==> config.mk <==
export PLATFORM = sky130hd
export DESIGN_NAME = rf_sequencer
export DESIGN_NICKNAME = d
export VERILOG_FILES = /design/src/rtl/rf_sequencer.sv
export SDC_FILE = /design/constraint.sdc
export NUM_CORES = 1
export LEC_CHECK = 0
export BUFFER_PORTS_ARGS = -buffer_cell sky130_fd_sc_hd__buf_2
export CORE_AREA = 4 4 41 43
export CTS_BUF_LIST = sky130_fd_sc_hd__clkbuf_4 sky130_fd_sc_hd__clkbuf_8
export DETAILED_ROUTE_END_ITERATION = 8
export DIE_AREA = 0 0 45 47
export PLACE_DENSITY = 0.66
export SYNTH_ARGS = -nofsm -noshare
export SYNTH_HDL_FRONTEND = slang
export SYNTH_SLANG_ARGS = --single-unit
export TNS_END_PERCENT = 10
==> constraint.sdc <==
create_clock -name clk -period 2.95 [get_ports clk]
set_input_delay 0.295 -clock clk [delete_from_list [all_inputs] [get_ports clk]]
set_output_delay 0.295 -clock clk [all_outputs]
set_load 0.1 [all_outputs]
==> src/rtl/rf_sequencer.sv <==
// rf_sequencer: Moore control FSM that steps the register-file datapath.
// Optional trap state on illegal codes: define RF_SEQ_ILLEGAL_TRAP_EN.
module rf_sequencer (
  input  logic       clk,
  input  logic       reset,
  input  logic       s,
  input  logic [2:0] opcode,
  input  logic [1:0] op,
  output logic       w,
  output logic [2:0] nsel,
  output logic [1:0] vsel,
  output logic       loada,
  output logic       loadb,
  output logic       loadc,
  output logic       loads,
  output logic       asel,
  output logic       bsel,
  output logic       write,
  output logic       err
);

  typedef enum logic [2:0] {
    ST_WAIT,
    ST_DECODE,
    ST_WRITE_IMM,
    ST_GET_A,
    ST_GET_B,
    ST_ALU,
    ST_WRITE_REG,
    ST_TRAP
  } state_t;

  // ALU-cycle flavour, latched in DECODE so ALU outputs stay Moore
  typedef enum logic [1:0] {
    K_PASS,
    K_ARITH,
    K_CMP
  } kind_t;

  state_t state, next;
  kind_t  kind_q, dec_kind;
  state_t dec_next;
  logic [4:0] code;

  assign code = {opcode, op};

  // Decode the instruction class into a dispatch target and ALU flavour
  always_comb begin
    dec_kind = K_PASS;
`ifdef RF_SEQ_ILLEGAL_TRAP_EN
    dec_next = ST_TRAP;
`else
    dec_next = ST_WAIT;
`endif
    case (code)
      5'b110_10: dec_next = ST_WRITE_IMM;
      5'b110_00: dec_next = ST_GET_B;
      5'b101_11: dec_next = ST_GET_B;
      5'b101_00: begin
        dec_next = ST_GET_A;
        dec_kind = K_ARITH;
      end
      5'b101_10: begin
        dec_next = ST_GET_A;
        dec_kind = K_ARITH;
      end
      5'b101_01: begin
        dec_next = ST_GET_A;
        dec_kind = K_CMP;
      end
      default: ;
    endcase
  end

  // State register with synchronous reset
  always_ff @(posedge clk) begin
    if (reset) state <= ST_WAIT;
    else       state <= next;
  end

  // Capture the ALU flavour while the instruction is being decoded
  always_ff @(posedge clk) begin
    if (reset)                  kind_q <= K_PASS;
    else if (state == ST_DECODE) kind_q <= dec_kind;
  end

  // Next-state sequencing
  always_comb begin
    next = state;
    case (state)
      ST_WAIT:      if (s) next = ST_DECODE;
      ST_DECODE:    next = dec_next;
      ST_WRITE_IMM: next = ST_WAIT;
      ST_GET_A:     next = ST_GET_B;
      ST_GET_B:     next = ST_ALU;
      ST_ALU:       next = (kind_q == K_CMP) ? ST_WAIT : ST_WRITE_REG;
      ST_WRITE_REG: next = ST_WAIT;
`ifdef RF_SEQ_ILLEGAL_TRAP_EN
      ST_TRAP:      next = ST_TRAP;
`else
      ST_TRAP:      next = ST_WAIT;
`endif
      default:      next = ST_WAIT;
    endcase
  end

  // Moore output decode from registered state only
  always_comb begin
    w     = 1'b0;
    nsel  = 3'b000;
    vsel  = 2'b00;
    loada = 1'b0;
    loadb = 1'b0;
    loadc = 1'b0;
    loads = 1'b0;
    asel  = 1'b0;
    bsel  = 1'b0;
    write = 1'b0;
    err   = 1'b0;
    case (state)
      ST_WAIT: w = 1'b1;
      ST_WRITE_IMM: begin
        nsel  = 3'b001;
        vsel  = 2'b01;
        write = 1'b1;
      end
      ST_GET_A: begin
        nsel  = 3'b001;
        loada = 1'b1;
      end
      ST_GET_B: begin
        nsel  = 3'b100;
        loadb = 1'b1;
      end
      ST_ALU: begin
        if (kind_q == K_CMP) begin
          loads = 1'b1;
        end else begin
          loadc = 1'b1;
          asel  = (kind_q == K_PASS);
        end
      end
      ST_WRITE_REG: begin
        nsel  = 3'b010;
        write = 1'b1;
      end
      ST_TRAP: begin
`ifdef RF_SEQ_ILLEGAL_TRAP_EN
        err = 1'b1;
`endif
      end
      default: ;
    endcase
  end

endmodule

==> results.cfg <==
[die]
core_region_area_sq_um = 1300
start_util_pct = 31.3
rows = 13
fp.dieH_um = 47
ios = 22
die_area_sq_um = 2120
dieWidth_um = 45

[cts]
cts_sinks = 5
numCtsBuffers = 3
post-cts-setup-buffers = 0
ctsHtreeMaxLevel = 1
cts.clk_slew.worst_paths_ps = 40
cts_buffer_depth = 2
cts_tree = yes
cts-root-buf = clkbuf_4
clk_latency_ps = 230
holdBufCountCts = 0
cts_resized = 0

[synthesis]
yosysUniqueCellTypes = 30
yosysWarnings = 0
avgSynthCellArea_sq_um = 7.67
syn_area_sq_um = 407
syn_inst = 53
yosysSeqAreaShare_pct = 24.6
ys_ff_latch = 5

[placement]
dp.cells = 82
gp_congestion = 0.756
portBuffers = 18
place_hpwl_um = 746

[flow_run]
maxCapViolCount = 0

[timing]
final_hold_viol_count = 0
setup_viol_count_final = 0
achievable-frequency_mhz = 552
timing.final.crit_share_pct = 61.4
rsz0062_at_grt = no
period_needed_ps = 1810
fin_skew_ps = 0.263
slew_violations = 0

[power]
power_mw = 0.208
irDropWorstVdd_v = 0.000164
p_leak_nw = 0.257
power_density_nw_per_um2 = 402

[final_layout]
syn_to_final_growth_pct = 27.1
n_antenna_cell = 0
final_cells = 86
final_common_cell = buf_2
fin_util_pct = 39.7
final_cell_mix = buf_2 (18), o21ai_0 (5), dfxtp_1 (5)
fin_nets = 80
final_layout_size_suffix_gt1_share_pct = 39.4

[global_routing]
grt_max_degree = 11
grt_overflow = 0
grt_util_all_layers_pct = 8.22
first_global_vias = 322
grt_pass1_wl_mm = 1.32
grt_antenna_before_repair = 0

[setup_path]
crit_family = simple AND/OR/NAND/NOR gates
end_kind = primary output
critPathRequiredTime_ps = 2650
cp.buffers_inverters = 1
crit_type = reg -> out
cp_cell_sequence = nor2b_2, nand2_1, nor3_2, buf_2
slowest_stage = buf_2
worstPathArrival_ps = 1520
cp-start-kind = register
path_max_fanout = 8
cpPeakStageDelay_ps = 440

[drt]
vias_per_cell = 4.66
drcViolationCount = 0
firstDrtPassIters = 3
drt_iter0_drc = 7
post_drt_wl_per_cell_um = 10.4
vias = 401
wl_um = 896
drtAntennaViolNets = 0

[worst_hold_path]
hold_path_class = in -> reg

[status]
status = complete, no violations
[path summary, 6_finish.rpt]
| kind | end | startpoint | depth (start not counted) | slack [ps] |
|---|---|---|---|---|
| worst max register to register | kind_q[1] | state[0] | 3 | 1630 |
| worst min register to register | kind_q[0] | kind_q[0] | 2 | 500 |
| worst min-delay path | kind_q[1] | reset | 2 | 290 |
| worst max-delay path | asel | state[2] | 4 | 1140 |
[cells in the mapped netlist]
library cell	n	share of area, %
a211oi_1	2	3.7
a21oi_1	2	2.5
a31oi_1	1	1.5
and2_1	1	1.5
and2b_1	1	1.8
and2b_2	1	2.2
and3_2	1	1.8
and3b_2	1	2.5
and4b_1	1	2.5
buf_4	5	9.2
clkbuf_1	1	0.92
conb_1	1	0.92
dfxtp_1	5	25
inv_1	4	3.7
nand2_1	3	2.8
nand2b_1	1	1.5
nand2b_4	1	3.4
nand3_1	1	1.2
nand3b_1	1	1.8
nand4b_1	1	2.2
nor2_1	2	1.8
nor2b_2	1	2.2
nor3_1	3	3.7
nor3b_1	1	1.8
nor4b_1	1	2.2
o2111ai_1	1	2.2
o21ai_0	5	6.2
or2b_1	1	1.8
or4_1	2	3.7
xor2_1	1	2.2
[per-stage QoR]
stage	hold slack, ps	instance area (sq um)	setup TNS [ps]	setup WS [ps]
after CTS	287	517	0	1130
after floorplan	364	419	-5.23	-5.23
after global placement	491	487	0	1400
after detailed placement	496	487	0	1370
final	290	517	0	1140
after global routing	285	517	0	984
[flip-flops by register name (all words and copies together) (netlist names)]
| name | flops |
|---|---|
| kind_q | 2 |
| state | 3 |
[cells by family after synthesis]
family	count (synthesis)	synth area share (%)
AOI/OAI and AO/OA	11	16.0
buffers and inverters	10	13.8
and+or+nand+nor	25	42.5
xor gates and xnor gates	1	2.15
other	1	0.922
DFF	5	24.6
[power by group]
part	total (mW)	leakage [nW]	switching, mW	internal (mW)
Clock	0.0840	0.0184	0.0240	0.0600
Combinational	0.0512	0.198	0.0401	0.0111
Sequential	0.0723	0.0405	0.00307	0.0693
Total	0.208	0.257	0.0671	0.140
[worst reg2reg max path, stage by stage (launching register included)]
cell	delay [ps]
dfxtp_1	510
nand2b_4	100
or4_1	510
a21oi_1	140
[area by class of cell]
class	instances	area, sq um
fill	146	785
multi-input combinational	40	263
sequential	5	100
timing repair buffer	18	90.1
clock buffer	4	30.0
tap	15	18.8
inverter	4	15.0
[layer usage]
| layer | wire length [um] | GRT usage [%] | part of all wire, % |
|---|---|---|---|
| met4 | 0 | 3.51 | 0 |
| met5 | 0 | 0 | 0 |
| met2 | 430 | 13.6 | 48 |
| met3 | 66 | 1.15 | 7.4 |
| met1 | 399 | 10.7 | 45 |
Note: power is estimated with default switching activity, not from simulation.
